===== config.mk =====
export PLATFORM = sky130hd
export DESIGN_NAME = sdram_port_arbiter_flat
export DESIGN_NICKNAME = d
export VERILOG_FILES = /design/src/rtl/sdram_port_arbiter_if.sv /design/src/rtl/sdram_port_arbiter.sv /design/src/flat_wrapper.sv
export SDC_FILE = /design/constraint.sdc
export NUM_CORES = 1
export LEC_CHECK = 0
export ABC_AREA = 1
export ABC_CLOCK_PERIOD_IN_PS = 4500
export BUFFER_PORTS_ARGS = -buffer_cell sky130_fd_sc_hd__buf_2
export CAP_MARGIN = 20
export CORE_AREA = 2 2 99 101
export DETAILED_ROUTE_END_ITERATION = 7
export DIE_AREA = 0 0 101 103
export GPL_ROUTABILITY_DRIVEN = 0
export PLACE_DENSITY = 0.75
export SYNTH_ARGS = -nofsm -noshare
export SYNTH_HDL_FRONTEND = slang
export SYNTH_SLANG_ARGS = --single-unit
export TNS_END_PERCENT = 1

===== constraint.sdc =====
create_clock -name clk -period 4.5 [get_ports clk]
set_clock_uncertainty 0.1 [all_clocks]
set_input_delay 0.9 -clock clk [delete_from_list [all_inputs] [get_ports clk]]
set_output_delay 0.9 -clock clk [all_outputs]
set_load 0.05 [all_outputs]

===== src/rtl/sdram_port_arbiter_if.sv =====
// rtl/sdram_port_arbiter_if.sv - simplified AXI aw/w/ar/r channel bundle, PORTS masters wide
interface sdram_port_arbiter_if #(
    parameter int PORTS      = 1,
    parameter int ADDR_WIDTH = 25,
    parameter int DATA_WIDTH = 16
);
    logic [PORTS*ADDR_WIDTH-1:0] awaddr;
    logic [PORTS-1:0]            awvalid;
    logic [PORTS-1:0]            awready;
    logic [PORTS*DATA_WIDTH-1:0] wdata;
    logic [PORTS-1:0]            wvalid;
    logic [PORTS-1:0]            wready;
    logic [PORTS*ADDR_WIDTH-1:0] araddr;
    logic [PORTS-1:0]            arvalid;
    logic [PORTS-1:0]            arready;
    logic [DATA_WIDTH-1:0]       rdata;
    logic [PORTS-1:0]            rvalid;
    logic [PORTS-1:0]            rready;

    modport master (
        output awaddr, awvalid, wdata, wvalid, araddr, arvalid, rready,
        input  awready, wready, arready, rdata, rvalid
    );

    modport slave (
        input  awaddr, awvalid, wdata, wvalid, araddr, arvalid, rready,
        output awready, wready, arready, rdata, rvalid
    );
endinterface


===== src/rtl/sdram_port_arbiter.sv =====
// rtl/sdram_port_arbiter.sv - two-port arbiter in front of the SDRAM controller; SDRAM_ARB_ROUND_ROBIN_EN selects round-robin
module sdram_port_arbiter #(
    parameter int ADDR_WIDTH = 25,
    parameter int DATA_WIDTH = 16
) (
    input  logic                 clk,
    input  logic                 resetn,
    sdram_port_arbiter_if.slave  s,
    sdram_port_arbiter_if.master m
);
    typedef enum logic [1:0] {IDLE, ISSUE, WAIT_R, RESP} state_t;

    state_t                  state;
    state_t                  state_nxt;
    logic [1:0]              wr_req;
    logic [1:0]              rd_req;
    logic [1:0]              req;
    logic                    win;
    logic                    win_wr;
    logic                    grant;
    logic                    owner_q;
    logic                    kind_q;
    logic [ADDR_WIDTH-1:0]   addr_q;
    logic [DATA_WIDTH-1:0]   data_q;
    logic [DATA_WIDTH-1:0]   rbuf_q;

    assign wr_req = s.awvalid & s.wvalid;
    assign rd_req = s.arvalid;
    assign req    = wr_req | rd_req;

`ifdef SDRAM_ARB_ROUND_ROBIN_EN
    logic ptr_q;

    // ptr_q holds the last granted port; a contested cycle goes to the other one
    assign win = (req[0] & req[1]) ? ~ptr_q : req[1];

    always_ff @(posedge clk or negedge resetn) begin
        if (!resetn) begin
            ptr_q <= 1'b1;
        end else if (grant) begin
            ptr_q <= win;
        end
    end
`else
    assign win = ~req[0];
`endif

    assign win_wr = win ? wr_req[1] : wr_req[0];
    // resetn gates the grant so upstream readies stay low while reset is held
    assign grant  = resetn & (state == IDLE) & (|req);

    assign m.awaddr = addr_q;
    assign m.araddr = addr_q;
    assign m.wdata  = data_q;
    assign s.rdata  = rbuf_q;

    always_comb begin
        state_nxt = state;
        s.awready = '0;
        s.wready  = '0;
        s.arready = '0;
        s.rvalid  = '0;
        m.awvalid = '0;
        m.wvalid  = '0;
        m.arvalid = '0;
        m.rready  = '0;
        case (state)
            IDLE: begin
                if (grant) begin
                    if (win_wr) begin
                        s.awready[win] = 1'b1;
                        s.wready[win]  = 1'b1;
                    end else begin
                        s.arready[win] = 1'b1;
                    end
                    state_nxt = ISSUE;
                end
            end
            ISSUE: begin
                if (kind_q) begin
                    m.awvalid = 1'b1;
                    m.wvalid  = 1'b1;
                    if (m.awready[0] && m.wready[0]) begin
                        state_nxt = IDLE;
                    end
                end else begin
                    m.arvalid = 1'b1;
                    if (m.arready[0]) begin
                        state_nxt = WAIT_R;
                    end
                end
            end
            WAIT_R: begin
                m.rready = 1'b1;
                if (m.rvalid[0]) begin
                    state_nxt = RESP;
                end
            end
            RESP: begin
                s.rvalid[owner_q] = 1'b1;
                if (s.rready[owner_q]) begin
                    state_nxt = IDLE;
                end
            end
            default: state_nxt = IDLE;
        endcase
    end

    always_ff @(posedge clk or negedge resetn) begin
        if (!resetn) begin
            state   <= IDLE;
            owner_q <= 1'b0;
            kind_q  <= 1'b0;
            addr_q  <= '0;
            data_q  <= '0;
            rbuf_q  <= '0;
        end else begin
            state <= state_nxt;
            if (grant) begin
                owner_q <= win;
                kind_q  <= win_wr;
                if (win_wr) begin
                    addr_q <= win ? s.awaddr[2*ADDR_WIDTH-1:ADDR_WIDTH] : s.awaddr[ADDR_WIDTH-1:0];
                    data_q <= win ? s.wdata[2*DATA_WIDTH-1:DATA_WIDTH] : s.wdata[DATA_WIDTH-1:0];
                end else begin
                    addr_q <= win ? s.araddr[2*ADDR_WIDTH-1:ADDR_WIDTH] : s.araddr[ADDR_WIDTH-1:0];
                end
            end
            // read data is only taken while a read is actually outstanding
            if (state == WAIT_R && m.rvalid[0]) begin
                rbuf_q <= m.rdata;
            end
        end
    end
endmodule


===== src/flat_wrapper.sv =====
// flat-port wrapper written by rule: the top's interface ports become plain ports
module sdram_port_arbiter_flat 
#(
    parameter int ADDR_WIDTH = 25,
    parameter int DATA_WIDTH = 16
)
  (clk, resetn, s_awaddr, s_awvalid, s_wdata, s_wvalid, s_araddr, s_arvalid, s_rready, s_awready, s_wready, s_arready, s_rdata, s_rvalid, m_awaddr, m_awvalid, m_wdata, m_wvalid, m_araddr, m_arvalid, m_rready, m_awready, m_wready, m_arready, m_rdata, m_rvalid);
  sdram_port_arbiter_if #(.PORTS(2), .ADDR_WIDTH(ADDR_WIDTH), .DATA_WIDTH(DATA_WIDTH)) s_i ();
  sdram_port_arbiter_if #(.PORTS(1), .ADDR_WIDTH(ADDR_WIDTH), .DATA_WIDTH(DATA_WIDTH)) m_i ();
  input  logic clk;
  input  logic resetn;
  input wire logic [$bits(s_i.awaddr)-1:0] s_awaddr;
  input wire logic [$bits(s_i.awvalid)-1:0] s_awvalid;
  input wire logic [$bits(s_i.wdata)-1:0] s_wdata;
  input wire logic [$bits(s_i.wvalid)-1:0] s_wvalid;
  input wire logic [$bits(s_i.araddr)-1:0] s_araddr;
  input wire logic [$bits(s_i.arvalid)-1:0] s_arvalid;
  input wire logic [$bits(s_i.rready)-1:0] s_rready;
  output wire logic [$bits(s_i.awready)-1:0] s_awready;
  output wire logic [$bits(s_i.wready)-1:0] s_wready;
  output wire logic [$bits(s_i.arready)-1:0] s_arready;
  output wire logic [$bits(s_i.rdata)-1:0] s_rdata;
  output wire logic [$bits(s_i.rvalid)-1:0] s_rvalid;
  output wire logic [$bits(m_i.awaddr)-1:0] m_awaddr;
  output wire logic [$bits(m_i.awvalid)-1:0] m_awvalid;
  output wire logic [$bits(m_i.wdata)-1:0] m_wdata;
  output wire logic [$bits(m_i.wvalid)-1:0] m_wvalid;
  output wire logic [$bits(m_i.araddr)-1:0] m_araddr;
  output wire logic [$bits(m_i.arvalid)-1:0] m_arvalid;
  output wire logic [$bits(m_i.rready)-1:0] m_rready;
  input wire logic [$bits(m_i.awready)-1:0] m_awready;
  input wire logic [$bits(m_i.wready)-1:0] m_wready;
  input wire logic [$bits(m_i.arready)-1:0] m_arready;
  input wire logic [$bits(m_i.rdata)-1:0] m_rdata;
  input wire logic [$bits(m_i.rvalid)-1:0] m_rvalid;
  assign s_i.awaddr = s_awaddr;
  assign s_i.awvalid = s_awvalid;
  assign s_i.wdata = s_wdata;
  assign s_i.wvalid = s_wvalid;
  assign s_i.araddr = s_araddr;
  assign s_i.arvalid = s_arvalid;
  assign s_i.rready = s_rready;
  assign s_awready = s_i.awready;
  assign s_wready = s_i.wready;
  assign s_arready = s_i.arready;
  assign s_rdata = s_i.rdata;
  assign s_rvalid = s_i.rvalid;
  assign m_awaddr = m_i.awaddr;
  assign m_awvalid = m_i.awvalid;
  assign m_wdata = m_i.wdata;
  assign m_wvalid = m_i.wvalid;
  assign m_araddr = m_i.araddr;
  assign m_arvalid = m_i.arvalid;
  assign m_rready = m_i.rready;
  assign m_i.awready = m_awready;
  assign m_i.wready = m_wready;
  assign m_i.arready = m_arready;
  assign m_i.rdata = m_rdata;
  assign m_i.rvalid = m_rvalid;
  sdram_port_arbiter #(.ADDR_WIDTH(ADDR_WIDTH), .DATA_WIDTH(DATA_WIDTH)) u_core (.clk(clk), .resetn(resetn), .s(s_i), .m(m_i));
endmodule

==> summary by stage, run 1 <==
Worst setup path
The critical path starts at s_awvalid[0]. Together, buffers and inverters on the worst path number 3. In this run the worst path has a maximum fanout of 30.

The worst setup path is launched from an input port. On the critical path, the stage with the largest delay is an instance of nand2_2. The endpoint of the lowest-slack register-to-register path is u_core.m.araddr[19]. STA classifies the critical path endpoint as a primary output.

The worst register-to-register path begins at u_core.state[0]. In this run the register-to-register setup slack is 2.33 ns. The worst setup path is of the in2out kind. The delay contributed by the slowest stage of the critical path is 0.47 ns. The signal on the critical path passes through buf_2, nand2_1, nand3_1, nand2_1, nand2_2, inv_2, nor2_1, buf_2. The critical path crosses 8 cells after its start point. Measured in cells, the most critical reg-to-reg path has a length of 8.

The worst path arrival time is 2.74 ns. The most critical setup path has its endpoint at s_awready[0]. The required time of the worst setup path is 3.50 ns. The cell family contributing the most delay on the critical path is simple AND/OR/NAND/NOR gates.

STA
The final max-slew violation count is 0. The worst path in the final design needs a cycle of 3.74 ns, including I/O delays and setup. Setup violations remaining at the end of the flow were counted as 0. The highest attainable clock frequency is 0.267 GHz.

The setup TNS is 0 ns. The transition time at the pin with the least slew margin is 1.06 ns. Of the available clock period, the critical path in the final layout requires 0.832.

The final number of hold-violating endpoints is 0. In this run the tightest slew margin relative to its limit is 0.295. Setup repair after global routing left no endpoint under its margin.

Global route
Entering global routing, the biggest net connects 68 pins. Across every metal layer, demand over resource in global routing totals 0.200. The initial antenna violation count came to 0. The global routing met2 resource utilization is 0.368. In this run the most used layer during global routing was met2.

For this run, global-route usage on met3 was measured as 0.0468. The number of global-route vias before repair is 3490. The first global-routing pass estimated 16100 um of wire. The global-route met1 utilization is 0.224. The total congestion overflow is 0.

Layout
Leaving out fill and tap cells, the most frequent cell in the layout is buf_2. The number of inserted diodes is 0. The final layout contains 853 nets. The fraction of layout instances using a drive strength above 1 is 0.434. The final non-filler cell total is 810.

Leaving out fill and tap cells, the most frequent cells in the layout are 255 x buf_2, 223 x nand2_1, 61 x dfrtp_1, 31 x nand3_1, 25 x o211ai_1. Compared with the post-synthesis result, the final layout area differs by 35.2%.

Synthesis
In this run, distinct cell masters in the synthesized netlist total 23. The area fraction in compound gates after synthesis is 0.0863. Of the synthesized area, sequential elements account for 0.423. During synthesis, Yosys emitted a total of 0 warnings.

The cell area that synthesis handed to floorplanning was 3610 sq um. When the netlist entered floorplanning its net count stood at 641. A synthesized cell averages 7.54 sq um. Of the total synthesized cell area, the portion taken by AND, OR, NAND and NOR gates is 0.319. The largest family of logic cells by synthesized area is simple AND/OR/NAND/NOR gates. The portion of synthesized area spent on multiplexers is 0.0499. The synthesized instance count is 479. The post-synthesis share of cell area spent on xor and xnor gates is 0. The flip-flop and latch count after synthesis is 61. The adder-cell share of the synthesized area is 0.

Pwr
The internal power contribution is 1.64 mW. The relative contribution of combinational cells to total power is 0.626. The switching power is 2.30 mW. The total power of the final layout is 3.95 mW.

Power spread over the standard cell area amounts to 808 nW/um^2. The leakage power total is 2.81 nW. The worst-case IR drop observed on VDD is 0.000354 V. The share of power burned in registers is 0.256. The share of total power in the clock network is 0.117.

Of the total power, the share spent switching nets is 0.584.

Place
The post-DP HPWL is 8230 um. The post-placement cell count is 793. Buffers placed on the I/O ports in this run total 255.

Clock network
Counting every sink on the clock net gives 61. The tree is rooted in a clkbuf_8. The number of instances resized during post-cts repair is 0. After clock tree synthesis, the setup repair step added 0 buffers. TritonCTS built the clock tree. The maximum buffer depth of the clock tree is 2. The insertion delay of the later-clocked pin in the worst-skew pair is 0.33 ns.

The clock-pin slew reported for the worst setup and hold paths after clock tree synthesis is 0.06 ns. Hold repair after CTS inserted 0 buffers. The H-tree was split into 3 levels.

In this run, CTS created clock tree buffers numbering 9.

Floorplan
For this configuration, the core starts out at a cell density of 0.382. The number of standard-cell rows in the floorplan is 36. The count of pins on the block boundary is 256. The die area is 10400 sq um. The area of the core region is 9460 sq um.

The die height is 103 um. Measured along the x axis, the die boundary spans 101 um.

Routing
The count of unresolved DRC violations after routing is 0. The DRC violation total after the first TritonRoute iteration is 115. After detailed routing, the total wire length is 10800 um.

Using the TritonRoute via totals, the vias-per-cell ratio works out to 4.84. The count of nets left with antenna violations once routing finished came out at 0. The count of vias placed by the detailed router is 3920. After detailed routing, the average wire length per cell comes to 13.3 um.

The iteration count of the initial detailed-routing pass is 4.

Status
The flow ran to the end, and the final reports show no timing, DRC or antenna violations.

Worst hold path
Along the worst hold path, the cell count comes to 1. The path category of the worst min-delay check is reg2reg.

Flow run
Across the run, the number of max-cap violations was 0.
## sequential cells by signal, summed over array words and instances, names as in the netlist, named ones only
signal           count
u_core.m.araddr     25
u_core.state         1
u_core.owner_q       1
u_core.m.wdata      16
u_core.s.rdata      16
u_core.kind_q        1
## how the worst min path moves through the flow
stage                        from            endpoint
2_1_floorplan           flip-flop           flip-flop
3_3_place_gp    u_core.s.rdata[0]   u_core.s.rdata[0]
3_5_place_dp    u_core.s.rdata[8]   u_core.s.rdata[8]
4_1_cts         u_core.s.rdata[8]   u_core.s.rdata[8]
5_1_grt        u_core.s.rdata[11]  u_core.s.rdata[11]
6_report       u_core.s.rdata[11]  u_core.s.rdata[11]
## per-layer routing
layer | vias to the layer above | wire length (um)
met5 | - | 0
met4 | 0 | 148
met3 | 12 | 860
met2 | 194 | 5300
met1 | 1776 | 4470
li1 | 1938 | -
## cell type report
cell class,count,area [sq um]
Tap cell,114,143
Clock inverter,3,17.5
Timing Repair Buffer,258,1310
Multi-Input combinational cell,347,1650
Sequential cell,61,1530
Clock buffer,13,179
Inverter,14,55.1
Fill cell,929,4580
## cell usage after synthesis, drive strengths merged
| library cell | number | share of area |
|---|---|---|
| nand2 | 227 | 0.24 |
| dfrtp | 61 | 0.42 |
| buf | 49 | 0.098 |
| nand3 | 31 | 0.043 |
| o211ai | 25 | 0.052 |
| nor2 | 24 | 0.029 |
| a31oi | 16 | 0.028 |
| mux2 | 16 | 0.050 |
| inv | 14 | 0.015 |
| clkbuf | 8 | 0.0083 |
| o21ai | 4 | 0.0066 |
| nand4 | 2 | 0.0035 |
| nand3b | 1 | 0.0021 |
| nor3 | 1 | 0.0014 |
## power by group through the flow
stage / combinational, mW / sequential [mW] / clock (mW)
floorplan: 1.20 / 1.88 / 0
global placement: 2.46 / 1.00 / 0
detailed placement: 2.49 / 1.02 / 0
CTS: 2.49 / 1.01 / 0.482
global route: 2.62 / 1.04 / 0.507
finish: 2.47 / 1.01 / 0.464
## worst register-to-register path, stage by stage, from the launching register on
cell	delay, ns
dfrtp_1	0.49
inv_4	0.12
nand2_4	0.07
nor2_4	0.10
nand2_1	0.10
nand2_2	0.47
inv_2	0.38
nand2_1	0.17
nand2_1	0.06
## through the flow
stage	util	worst slack [ns]	hold slack, ns	cell area, sq um
floorplan	-	0.973	0.419	3610
global placement	0.493	0.774	0.382	4670
detailed placement	0.493	0.689	0.388	4670
CTS	0.514	0.688	0.402	4860
global route	0.516	0.514	0.413	4880
finish	0.516	0.757	0.401	4880
## logic make-up after synthesis
kind of cell           after synthesis
AOI/OAI and AO/OA                   45
buffers and inverters               71
DFF                                 61
muxes                               16
and+or+nand+nor                    286
No activity file was read; power rests on OpenSTA's default activity.
==> inputs of run 2 (changes only) <==
- ABC_CLOCK_PERIOD_IN_PS: 4500 -> 3100
- CORE_AREA: 2 2 99 101 -> not set
- CORE_MARGIN: not set -> 2
- CORE_UTILIZATION: not set -> 38
- DIE_AREA: 0 0 101 103 -> not set
- PLACE_DENSITY: 0.75 -> 0.76
- clock period: 4.5 -> 3.1 ns (I/O delays scaled with it)
==> run 2 against run 1 <==
Compared with the run above: clock power up 75%; power up 49%; largest power group unchanged; global-route usage up 1.2 points; flip-flop and latch count unchanged; first-iteration DRC count up 1.7%; utilization up 2.0 points; worst setup slack worse by 0.35 ns; combinational power up 46%; cell count up 2.2%; final area up 1.4%.
==> summary by stage, run 2 (same netlist as run 1, synthesis figures left out) <==
Clock network
The number of instances resized during post-cts repair is 0. The post-CTS setup buffer count is 0. TritonCTS built the clock tree.

TritonCTS created 9 clock buffers. The clock drives 61 sinks. The total number of H-tree levels is 3.

The root buffer cell chosen for the clock tree is clkbuf_8. The clock passes through at most 2 buffers. The insertion delay of the later-clocked pin in the worst-skew pair is 0.34 ns. The clock-pin slew reported for the worst setup and hold paths after clock tree synthesis is 0.07 ns. In this run, post-CTS hold repair placed 0 buffers.

Pwr
For this design the ratio of total power to cell area is 1190 nW/um^2. The leakage power total is 2.83 nW. The design draws 5.87 mW. The largest voltage drop on the vdd net is 0.000779 V.

STA
The setup TNS is 0 ns. The final max-slew violation count is 0. The final number of hold-violating endpoints is 0.

The final-report setup violation count is 0. The transition time at the pin with the least slew margin is 0.799 ns. For the finished layout, the period the worst path requires is 2.70 ns. The worst slew margin relative to its limit is 0.467. Of the available clock period, the critical path in the final layout requires 0.870. Setup repair after global routing left no endpoint under its margin. For this run, the top clock speed supported by timing is 0.371 GHz.

Worst setup path
The delay contributed by the slowest stage of the critical path is 0.50 ns. The startpoint type of the worst setup path is a flip-flop. Traced cell by cell, the critical path runs through inv_4, nand2_4, nor2_4, nand2_1, nand2_2, inv_2, nor2_1, buf_2. The critical path start-end classification is reg2out. The family with the most delay on the worst path is simple AND/OR/NAND/NOR gates.

On the critical path, the stage with the largest delay is an instance of dfrtp_1. Along the worst path, the maximum fanout reaches 10. STA puts the critical path data required time at 2.38 ns.

Data on the critical path arrives at its endpoint at 1.98 ns. The critical path contains buffers and inverters numbering 3 combined. STA classifies the critical path endpoint as a primary output.

Floorplan
The area of the core region is 9240 sq um. The die width is 101 um. The die height is 101 um. The number of standard-cell rows in the floorplan is 35. The starting density of the core is 0.391.

In this run the count of I/O pins placed on the die edge is 256. The die area is 10300 sq um.

Routing
After detailed routing, the average wire length per cell comes to 13.6 um. The count of unresolved DRC violations after routing is 0. In this run the remaining antenna-violating nets after routing total 0. The pre-antenna-repair detailed-routing pass consisted of 4 iterations. The DRC violation total after the first TritonRoute iteration is 117. The final layout contains routed wiring with a total length of 11300 um. The detail-routed via count per cell is 4.77.

The final route contains 3946 vias.

Global route
The global routing usage summed across all routing layers is 0.212. The number of global-route vias before repair is 3671. The initial antenna violation count is 0. The largest net degree at the start of global routing is 62.

The total congestion overflow is 0. The global-route wire length before repair is 17100 um.

Flow run
The max-capacitance violation count is 0.

Layout
In the final layout, the share of cells above drive strength 1 is 0.436. Leaving out fill and tap cells, the most frequent cell in the layout is buf_2. The register with the most flip-flops in the layout has 25 of them. The final-stage net count is 856. The area added between synthesis and finish is 37.1%.

In the layout the commonest cells are 255 x buf_2, 223 x nand2_1, 61 x dfrtp_1, 31 x nand3_1, 25 x o211ai_1. The number of inserted diodes is 0.

Place
The count of input and output buffers is 255. After legalization and detailed placement, the total HPWL measured 8450 um.

Worst hold path
The path category of the worst min-delay check is in2async.

Status
The flow ran to the end, and the final reports show no timing, DRC or antenna violations.
run 2: layer usage:
layer  GRT usage  wire length, um  part of all wire
met1       0.251             4460              0.40
met2       0.365             5510              0.49
met3      0.0607             1040             0.092
met4      0.0790              242             0.022
met5           0                0                 0
run 2: cell type report:
type | count | area [sq um]
tap | 129 | 161
multi-input combinational | 347 | 1650
sequential | 61 | 1530
fill | 884 | 4290
clock inverter | 6 | 86.3
inverter | 14 | 55.1
clock buffer | 10 | 138
timing repair buffer | 261 | 1330
run 2: path summary, 6_finish.rpt:
check,slack [ns],to,cells after the start,startpoint
setup / recovery,0.40,s_wready[0],8,u_core.state[0]
hold / removal,0.39,u_core.m.wdata[15],2,resetn
setup reg to reg,1.28,u_core.m.araddr[2],8,u_core.state[0]
hold reg to reg,0.40,u_core.m.araddr[17],2,u_core.m.araddr[17]
max in group asynchronous,1.99,u_core.m.araddr[21],2,resetn
min in group clk,0.40,u_core.m.araddr[17],2,u_core.m.araddr[17]
run 2: per-stage QoR:
stage / hold WS (ns) / setup slack [ns] / cell area [sq um] / cells / utilization
floorplan: 0.224 / 0.133 / 3610 / 479 / -
global placement: 0.381 / 0.562 / 4730 / 812 / 0.512
detailed placement: 0.383 / 0.534 / 4730 / 812 / 0.512
CTS: 0.392 / 0.383 / 4950 / 828 / 0.536
global route: 0.402 / 0.203 / 4950 / 828 / 0.536
finish: 0.395 / 0.404 / 4950 / 828 / 0.536
run 2: report_power, final:
part / switching (mW) / internal [mW] / leakage [nW] / total, mW
Combinational: 2.78 / 0.825 / 1.99 / 3.60
Clock: 0.339 / 0.473 / 0.112 / 0.813
Sequential: 0.260 / 1.19 / 0.728 / 1.45
